[src/rtl/lfsr_seq_ctrl.sv]
// Command sequencer for the 4-bit mode-selectable LFSR datapath: owns mode, seed,
// load and step controls and executes SET_MODE / LOAD / RUN / MEASURE one at a time.
module lfsr_seq_ctrl #(
  parameter int LFSR_W = 4,
  parameter int MOD_W  = 3,
  parameter int CNT_W  = 8
) (
  input  logic              clk,
  input  logic              rst_n,
  input  logic              cmd_valid,
  output logic              cmd_ready,
  input  logic [1:0]        cmd_op,
  input  logic [CNT_W-1:0]  cmd_arg,
  input  logic              abort,
  input  logic [LFSR_W-1:0] lfsr_q,
  output logic [MOD_W-1:0]  lfsr_mod,
  output logic [LFSR_W-1:0] lfsr_seed,
  output logic              lfsr_load,
  output logic              lfsr_step,
  output logic              busy,
  output logic              done,
  output logic [1:0]        status,
  output logic [CNT_W-1:0]  period
);

  typedef enum logic [2:0] {
    S_IDLE,
    S_LOAD,
    S_RUN,
    S_MEAS,
    S_DONE
  } state_t;

  localparam logic [1:0] OP_SET_MODE = 2'b00;
  localparam logic [1:0] OP_LOAD     = 2'b01;
  localparam logic [1:0] OP_RUN      = 2'b10;
  localparam logic [1:0] OP_MEASURE  = 2'b11;

  localparam logic [1:0] ST_OK      = 2'b00;
  localparam logic [1:0] ST_LOCKUP  = 2'b01;
  localparam logic [1:0] ST_TIMEOUT = 2'b10;
  localparam logic [1:0] ST_ABORTED = 2'b11;

  localparam logic [CNT_W-1:0] CNT_MAX = '1;
  localparam logic [CNT_W-1:0] CNT_ONE = CNT_W'(1);

  state_t              state_q;
  logic [CNT_W-1:0]    cnt_q;
  logic [LFSR_W-1:0]   ref_q;
  logic [MOD_W-1:0]    mod_q;
  logic [LFSR_W-1:0]   seed_q;
  logic [1:0]          status_q;
  logic [CNT_W-1:0]    period_q;

  logic meas_hit;
  logic meas_max;

  // Strobes are decoded from current state so an async reset drops them at once.
  always_comb begin
    meas_hit  = (cnt_q != '0) && (lfsr_q == ref_q);
    meas_max  = (cnt_q == CNT_MAX);
    lfsr_step = 1'b0;
    case (state_q)
      S_RUN:   lfsr_step = !abort;
      S_MEAS:  lfsr_step = !abort && !meas_hit && !meas_max;
      default: lfsr_step = 1'b0;
    endcase
  end

  assign lfsr_load = (state_q == S_LOAD);
  assign cmd_ready = (state_q == S_IDLE);
  assign busy      = (state_q != S_IDLE);
  assign done      = (state_q == S_DONE);
  assign lfsr_mod  = mod_q;
  assign lfsr_seed = seed_q;
  assign status    = status_q;
  assign period    = period_q;

  always_ff @(posedge clk or negedge rst_n) begin
    if (!rst_n) begin
      state_q  <= S_IDLE;
      cnt_q    <= '0;
      ref_q    <= '0;
      mod_q    <= '0;
      seed_q   <= LFSR_W'(1);
      status_q <= ST_OK;
      period_q <= '0;
    end else begin
      case (state_q)
        S_IDLE: begin
          if (cmd_valid) begin
            case (cmd_op)
              OP_SET_MODE: begin
                mod_q    <= cmd_arg[MOD_W-1:0];
                status_q <= ST_OK;
                state_q  <= S_DONE;
              end
              OP_LOAD: begin
                seed_q  <= cmd_arg[LFSR_W-1:0];
                state_q <= S_LOAD;
              end
              OP_RUN: begin
                cnt_q <= cmd_arg;
                if (cmd_arg == '0) begin
                  status_q <= ST_OK;
                  state_q  <= S_DONE;
                end else begin
                  state_q <= S_RUN;
                end
              end
              OP_MEASURE: begin
                ref_q   <= lfsr_q;
                cnt_q   <= '0;
                state_q <= S_MEAS;
              end
              default: state_q <= S_IDLE;
            endcase
          end
        end
        S_LOAD: begin
          status_q <= (seed_q == '0) ? ST_LOCKUP : ST_OK;
          state_q  <= S_DONE;
        end
        // cnt_q holds the steps still to issue, including the current cycle.
        S_RUN: begin
          if (abort) begin
            status_q <= ST_ABORTED;
            state_q  <= S_DONE;
          end else begin
            cnt_q <= cnt_q - CNT_ONE;
            if (cnt_q == CNT_ONE) begin
              status_q <= ST_OK;
              state_q  <= S_DONE;
            end
          end
        end
        // cnt_q holds the steps already issued since the reference was captured.
        S_MEAS: begin
          if (abort) begin
            status_q <= ST_ABORTED;
            period_q <= '0;
            state_q  <= S_DONE;
          end else if (meas_hit) begin
            status_q <= ST_OK;
            period_q <= cnt_q;
            state_q  <= S_DONE;
          end else if (meas_max) begin
            status_q <= ST_TIMEOUT;
            period_q <= '0;
            state_q  <= S_DONE;
          end else begin
            cnt_q <= cnt_q + CNT_ONE;
          end
        end
        S_DONE:  state_q <= S_IDLE;
        default: state_q <= S_IDLE;
      endcase
    end
  end

endmodule

[config.mk]
export PLATFORM = sky130hd
export DESIGN_NAME = lfsr_seq_ctrl
export DESIGN_NICKNAME = d
export VERILOG_FILES = /design/src/rtl/lfsr_seq_ctrl.sv
export SDC_FILE = /design/constraint.sdc
export NUM_CORES = 1
export LEC_CHECK = 0
export CAP_MARGIN = 30
export CORE_MARGIN = 4
export CORE_UTILIZATION = 51
export DETAILED_ROUTE_END_ITERATION = 12
export PLACE_DENSITY_LB_ADDON = 0.3
export SETUP_SLACK_MARGIN = 0.1
export SYNTH_ARGS = -nofsm -noshare
export SYNTH_HDL_FRONTEND = slang
export SYNTH_SLANG_ARGS = --single-unit
[constraint.sdc]
create_clock -name clk -period 2.2 [get_ports clk]
set_input_delay 0.44 -clock clk [delete_from_list [all_inputs] [get_ports clk]]
set_output_delay 0.44 -clock clk [all_outputs]
set_load 0.05 [all_outputs]
# [Yosys cells after proc, flatten, opt, wreduce, memory -nomap -nowiden]
# Index checks and enable logic that the tools add are counted.
# Widths: inputs -> output; s select.
[word_totals] register_bits=32 inputBits=18 out_inout_bits=22 word_cells=81
[classes] n_addsub=2 eq_ne=20 mux=30 reduce_logical=22
[ops] cell="$mux 8" n=8
[ops] cell="$pmux 3 s4" n=2
[ops] cell="$pmux 8 s3" n=1
[ops] cell="$mux 3" n=7
[ops] cell="$pmux 8 s2" n=1
[ops] cell="$mux 2" n=7
[ops] cell="$reduce_and 3->1" n=4
[ops] cell="$ne 2x2->1 const B" n=5
[ops] cell="$reduce_bool 3->1" n=3
[ops] cell="$add 8x1->8 const B" n=1
[ops] cell="$eq 8x1->1 const B" n=1
[ops] cell="$eq 8x8->1 const B" n=1
[ops] cell="$logic_not 8->1" n=1
[ops] cell="$pmux 2 s4" n=1
[ops] cell="$reduce_bool 8->1" n=1
[ops] cell="$sub 8x1->8 const B" n=1
[ops] cell="$reduce_and 7->1" n=1
[ops] cell="$eq 3x2->1 const B" n=2
[ops] cell="$ne 3x1->1 const B" n=2
[ops] cell="$ne 3x3->1 const B" n=2
[ops] cell="$reduce_and 6->1" n=1
[ops] cell="$eq 2x2->1 const B" n=2
[ops] cell="$eq 4x4->1" n=1
[ops] cell="$logic_not 4->1" n=1
[ops] cell="other kinds (13)" n=17

# [Longest topological paths before layout]
# Gate-level depths: netlist (run 1).
[logic_depth] word_depth=6 mapped_depth=7 mapped_depth_nobuf=6

# [Worst setup path before layout (run 1)]
# No wires, ideal clock.
[synth_path] kind="reg2reg" start="register state_q[2]" end="register seed_q[1] (netlist: lfsr_seed[1])" setup_ns=0.125 t_arrival_ns=2.617 required_time_ns=2.075 path_slack_ns=-0.542 path_stages_with_launch=5 path_buffers=0 period_less_slack_ns=2.742 path_cell_list="dfrtp_1 > nor3_1 > nand2_1 > or3_1 > mux2_2"
[synth_via] elab_chain_len=2
[synth_rtl] element="start: declaration" line_no="47" text="state_t state_q;"
[synth_rtl] element="start signal: assignment" line_no="81" text="state_q <= S_IDLE;"
[synth_rtl] element="start signal: assignment" line_no="96" text="state_q <= S_DONE;"
[synth_rtl] element="start signal: assignment" line_no="100" text="state_q <= S_LOAD;"
[synth_rtl] element="$logic_not 3->1"
[synth_rtl] element="via cmd_ready" line_no="11" text="output logic cmd_ready,"
[synth_rtl] element="$reduce_and 3->1 (no line)"
[synth_rtl] element="end signal: assignment" line_no="99" text="seed_q <= cmd_arg[LFSR_W-1:0];"
[synth_rtl] element="end: declaration" line_no="51" text="logic [LFSR_W-1:0] seed_q;"
# The timed path passes the listed nets, and every way through them passes these cells.
# A chain may end at the register's enable or synchronous reset.

# [Worst setup path in the final report (run 1)]
[layout_path] start="input lfsr_q[3]" end="output lfsr_step"
[layout_via] elab_chain_len=6
[layout_rtl] element="start: declaration" line_no="15" text="input logic [LFSR_W-1:0] lfsr_q,"
[layout_rtl] element="$eq 4x4->1" line_no="60" text="meas_hit = (cnt_q != '0) && (lfsr_q == ref_q);"
[layout_rtl] element="$logic_and 1x1->1" line_no="60"
[layout_rtl] element="$logic_not 1->1" line_no="65" text="S_MEAS: lfsr_step = !abort && !meas_hit && !meas_max;"
[layout_rtl] element="$logic_and 1x1->1 (2 in a row)" line_no="65"
[layout_rtl] element="$pmux 1 s2" line_no="63" text="case (state_q)"
[layout_rtl] element="end: declaration" line_no="19" text="output logic lfsr_step,"
# No other way between the ends.

==> results of run 1 <==
==> registers in the layout, summed over array words and instances (netlist names) <==
| register | count |
|---|---|
| lfsr_seed | 4 |
| period | 8 |
| cnt_q | 8 |
| lfsr_mod | 3 |
| ref_q | 4 |
| state_q | 3 |
| status | 2 |
==> cell usage after synthesis (all sizes together) (4+ instances only) <==
cell type / n
a211oi: 5
a21oi: 4
a22o: 8
buf: 8
dfrtp: 31
inv: 7
mux2: 12
nand2: 21
nand2b: 4
nand3: 6
nor2: 8
nor3: 5
nor4: 6
o21ai: 6
o221ai: 5
xnor2: 4
xor2: 5
==> per-layer routing <==
metal / routed length [um] / up-vias / GRT usage (%)
li1: - / 855 / -
met1: 2350 / 874 / 31.5
met2: 2650 / 97 / 37.1
met3: 407 / 13 / 5.32
met4: 127 / 0 / 11.7
met5: 0 / - / 0
==> final cells by class <==
class / count / area, um^2
fill: 234 / 758
clock buffer: 7 / 96.3
sequential: 32 / 812
clock inverter: 1 / 30.0
timing repair buffer: 77 / 706
multi-input combinational: 141 / 1200
inverter: 7 / 26.3
tap: 48 / 60.1
==> how the worst max path moves through the flow <==
| stage | startpoint | to | slack [ns] | cells past startpoint |
|---|---|---|---|---|
| after global placement | cmd_arg[4] | status[1] | -0.13 | 6 |
| after CTS | ref_q[3] | lfsr_step | 0.09 | 5 |
| after floorplan | cnt_q[0] | lfsr_step | 0.12 | 5 |
| final | lfsr_q[3] | lfsr_step | 0.05 | 6 |
| after detailed placement | cmd_arg[3] | status[1] | -0.17 | 6 |
| after global routing | cnt_q[3] | lfsr_step | -0.02 | 5 |
==> power groups by stage <==
stage	Clock [mW]	Combinational [mW]	Sequential [mW]
floorplan	0	1.19	1.34
global placement	0	2.12	1.09
detailed placement	0	2.16	1.10
CTS	0.622	2.35	1.12
global route	0.650	2.58	1.15
finish	0.611	2.42	1.12
==> through the flow <==
| step | total power [mW] | setup WS, ns | utilization (%) | hold WS (ns) |
|---|---|---|---|---|
| after CTS | 4.10 | 0.0911 | 78.0 | 0.508 |
| after global placement | 3.21 | -0.129 | 70.8 | 0.487 |
| after global routing | 4.38 | -0.0166 | 79.4 | 0.519 |
| after floorplan | 2.53 | 0.123 | - | 0.144 |
| after detailed placement | 3.27 | -0.174 | 70.8 | 0.494 |
| final | 4.15 | 0.0468 | 79.4 | 0.503 |
==> kinds of logic (layout without fill, tap and decap cells) <==
group | Yosys count | count (layout) | share of synthesized area, %
compound gates | 48 | 48 | 20.7
xor+xnor | 9 | 9 | 4.02
fa+ha+maj | 3 | 3 | 1.92
buf+inv | 17 | 92 | 4.41
flops | 32 | 32 | 40.9
mux | 13 | 13 | 7.41
simple gates | 68 | 68 | 20.6
==> critical path, cell delays in order <==
cell             delay, ns
clkdlybuf4s15_1       0.21
xor2_2                0.20
nor4_4                0.36
a211oi_4              0.11
a21o_2                0.23
buf_8                 0.15
==> timing repair <==
item / 4_1_cts / 5_1_grt
setup buffers: 7 / 2
endpoints found under the setup margin: 1 / 2
gates resized for setup: 28 / 8
pin swaps: 8 / 0
==> metrics.cfg, run 1 <==
[power_and_ir_drop]
p_per_area_nw_per_um2=1420
p_int_mw=2.30
seqPwrFrac_pct=27.0
peakVddDrop_v=0.00123
netSwitchingPower_mw=1.85
clkPwrFrac_pct=14.7
pwr-share-comb_pct=58.3
p_leak_nw=1.24
switching_share_pct=44.6

[clock_tree]
cts_hold_buf=0
clock-sinks=32
cts_htree_levels=2
cts_buffers=5
cts_tree=yes
clock_latency_ns=0.28
clk_path_buf_depth=2
root_buffer=clkbuf_8
clk_pin_slew_worst_paths_ns=0.06

[logic_synthesis]
ys_seq_area_share_pct=40.9
yosysTopAreaCellShare_pct=39.6
ys_ff_latch=32
synth_nets=211
synthFlopType=dfrtp_1
yosysWarnings=0
netlist_area_um2=1960
synth.top_cells.by_area=dfrtp_1 (40%), mux2_2 (6.3%), nand2_1 (4.0%)
synth_edf_count=0
synth_cells=190
yosysTopAreaCell=dfrtp_1
synth.avg_cell_area_um2=10.3
ys_types=60
async_flop_share_pct=100

[timing]
worst-slew-pin-transition_ns=0.513
post-route-min-period_ns=2.15
max_freq_ghz=0.464
period_share_pct=97.9
rsz0062_at_grt=yes
skew_ns=0.00595
slew_headroom_pct=65.7
setup_viol=0
slew_violations=0
timing.final.hold_violations=0
finalSetupTns_ns=0

[finish]
final_cell_mix=buf_4 (39), clkdlybuf4s50_1 (30), dfrtp_1 (23)
drive_above_1_share_pct=37.4
final_common_cell=buf_4
num_antenna_cells=0
final_cells=313
syn2layout_area_growth_pct=49.6
nNetsFinal=285
design_area_um2=2930

[hold_path]
hp-class=reg -> reg
hold_path_end=period[3]
hp-start=period[3]
hold_depth=1

[worst_setup_path]
rr_startpoint=cnt_q[2]
critPathMaxFanout=2
endpoint_kind=primary output
worstPathArrival_ns=1.71
crit_required_ns=1.76
ff2ff_path_depth=6
critPathKind=in -> out
ff2ff_setup_slack_ns=0.13
startpoint_type=primary input
reg2reg_to=status[1]

[placed_design]
dp_hpwl_um=3890
place_congestion=1.00
placed_area_um2=2610
placed_cells=296
port_buffers=39

[floorplan]
die-area_um2=4900
pin_count=40
core-area_um2=3690
num_rows=22
die_w_um=70.0
die_h_um=70.0
start_util_pct=53.1

[job]
drv_cap=0

[grt]
grt_usage_pct=24.0
grt_pass1_wl_um=9270
antenna_found_initial=0
grt_pass1_vias=1891
grt_max_degree=33
gr-total-overflow=0

[route]
vias_per_cell=5.88
drtIter0Drc=224
drc=0
ant_nets=0
dr.pass1.iters=4
wire_per_inst_um=17.7
finalWirelength_um=5540
num_vias=1839

[outcome]
outcome=complete, no violations

Note: power is estimated with default switching activity, not from simulation.
==> run 2, diff against run 1 <==
--- a/config.mk
+++ b/config.mk
@@ -6,9 +6,10 @@
 export NUM_CORES = 1
 export LEC_CHECK = 0
 export CAP_MARGIN = 30
-export CORE_MARGIN = 4
-export CORE_UTILIZATION = 51
+export CORE_MARGIN = 3
+export CORE_UTILIZATION = 60
 export DETAILED_ROUTE_END_ITERATION = 12
+export DONT_BUFFER_PORTS = 1
 export PLACE_DENSITY_LB_ADDON = 0.3
 export SETUP_SLACK_MARGIN = 0.1
 export SYNTH_ARGS = -nofsm -noshare
==> run 2 against run 1 <==
  * Utilization down 3.3 points
  * Count of clock-buffer cells in the layout is the same
  * Via count down 9.5%
  * Register-to-register slack improved by 0.03 ns
  * First-iteration DRC count down 27%
  * Flip-flop and latch count did not move
  * Routed wire length decreased by 9.9%
  * Non-clock buffer count fell by 55
  * Final cell count down 19%
  * Power down 13%
  * Largest cell class unchanged
==> metrics.cfg, run 2 (synthesis gave the netlist of run 1 again) <==
[grt]
grt_usage_pct=26.2
antenna_found_initial=0
grt_pass1_wl_um=8200
gr-total-overflow=0
grt_max_degree=33
grt_pass1_vias=1668

[finish]
final_cells=254
syn2layout_area_growth_pct=19.5
drive_above_1_share_pct=33.8
final_cell_mix=dfrtp_1 (25), nand2_1 (21), buf_4 (20)
num_antenna_cells=0
nNetsFinal=230
final_common_cell=dfrtp_1

[clock_tree]
clock_latency_ns=0.32
cts_buffers=5
cts_htree_levels=2
clk_pin_slew_worst_paths_ns=0.10
cts_tree=yes
clock-sinks=32
root_buffer=clkbuf_4
clk_path_buf_depth=2

[hold_path]
hp-class=in -> reg

[floorplan]
core-area_um2=3080
die_w_um=63.1
die_h_um=63.1
die-area_um2=3990
pin_count=40
start_util_pct=63.7
num_rows=20

[timing]
slew_violations=0
setup_viol=0
post-route-min-period_ns=2.11
timing.final.hold_violations=0
worst-slew-pin-transition_ns=0.505
rsz0062_at_grt=yes
finalSetupTns_ns=0
skew_ns=0.00411
period_share_pct=95.8
max_freq_ghz=0.475
whs_ns=0.262
slew_headroom_pct=66.3

[power_and_ir_drop]
p_leak_nw=0.969
p_int_mw=1.85
peakVddDrop_v=0.00118
p_per_area_nw_per_um2=1540
netSwitchingPower_mw=1.75
clkPwrFrac_pct=13.8
switching_share_pct=48.6
power.total_mw=3.60
pwr-share-comb_pct=45.7
seqPwrFrac_pct=40.5

[placed_design]
placed_cells=236
place_congestion=0.906
port_buffers=0
dp_hpwl_um=3580

[worst_setup_path]
ff2ff_path_depth=6
path_buf_inv=1
cp_top_family=compound AO/OA/AOI/OAI gates
crit_chain=inv_2 > ha_4 > nand4b_4 > a211oi_4 > a21o_4
path_depth=5
startpoint_type=register
endpoint_kind=primary output
critPathSlowestCell=dfrtp_1
ff2ff_setup_slack_ns=0.16
critPathKind=reg -> out
crit_required_ns=1.76
cp-startpoint=cnt_q[1]
reg2reg_to=status[1]
critPathMaxFanout=5
max_stage_delay_ns=0.45
rr_startpoint=cnt_q[3]
timing.critical_path.to=lfsr_step
worstPathArrival_ns=1.67

[route]
ant_nets=0
drtIter0Drc=163
num_vias=1665
finalWirelength_um=4990
wire_per_inst_um=19.7
dr.pass1.iters=5
drc=0
vias_per_cell=6.56

[job]
drv_cap=0

[outcome]
outcome=complete, no violations

==> run 2: how the worst min path moves through the flow <==
stage	cells after the start	startpoint	endpoint
3_3_place_gp	0	rst_n	period[2]
2_1_floorplan	0	rst_n	cnt_q[0]
5_1_grt	1	lfsr_q[3]	ref_q[3]
4_1_cts	1	lfsr_q[2]	ref_q[2]
3_5_place_dp	0	rst_n	period[2]
6_report	1	cmd_arg[3]	lfsr_seed[3]
==> run 2: metrics by stage <==
step / setup slack (ns) / utilization [%] / instance area, um^2
6_report: 0.0929 / 76.1 / 2340
3_3_place_gp: 0.0926 / 67.0 / 2060
5_1_grt: 0.0291 / 76.1 / 2340
3_5_place_dp: 0.0429 / 67.0 / 2060
2_1_floorplan: 0.123 / - / 1980
4_1_cts: 0.0823 / 74.0 / 2280
==> run 2: routing by layer <==
layer,global-route usage (%),up-vias,routed length [um]
met4,5.79,0,72
li1,-,742,-
met1,31.9,813,1950
met3,7.13,10,449
met5,0,-,0
met2,46.1,100,2520
==> run 2: final cells by class <==
type / count / area, um^2
inverter: 7 / 28.8
timing repair buffer: 22 / 180
fill: 230 / 736
multi-input combinational: 141 / 1170
clock inverter: 1 / 30.0
tap: 44 / 55.1
clock buffer: 7 / 65.1
sequential: 32 / 810
==> run 2: power groups by stage <==
stage / clock [mW] / sequential [mW] / combinational (mW)
floorplan: 0 / 1.34 / 1.19
global placement: 0 / 1.43 / 1.38
detailed placement: 0 / 1.45 / 1.40
CTS: 0.504 / 1.43 / 1.57
global route: 0.533 / 1.49 / 1.76
finish: 0.497 / 1.46 / 1.65
==> run 2: what timing repair did <==
action | in CTS | in global routing
pin swaps | 3 | 7
endpoints found under the setup margin | 2 | 8
setup buffers | 6 | 2
hold endpoints to repair | 32 | 0
gates resized for setup | 15 | 9
hold buffers | 2 | 0
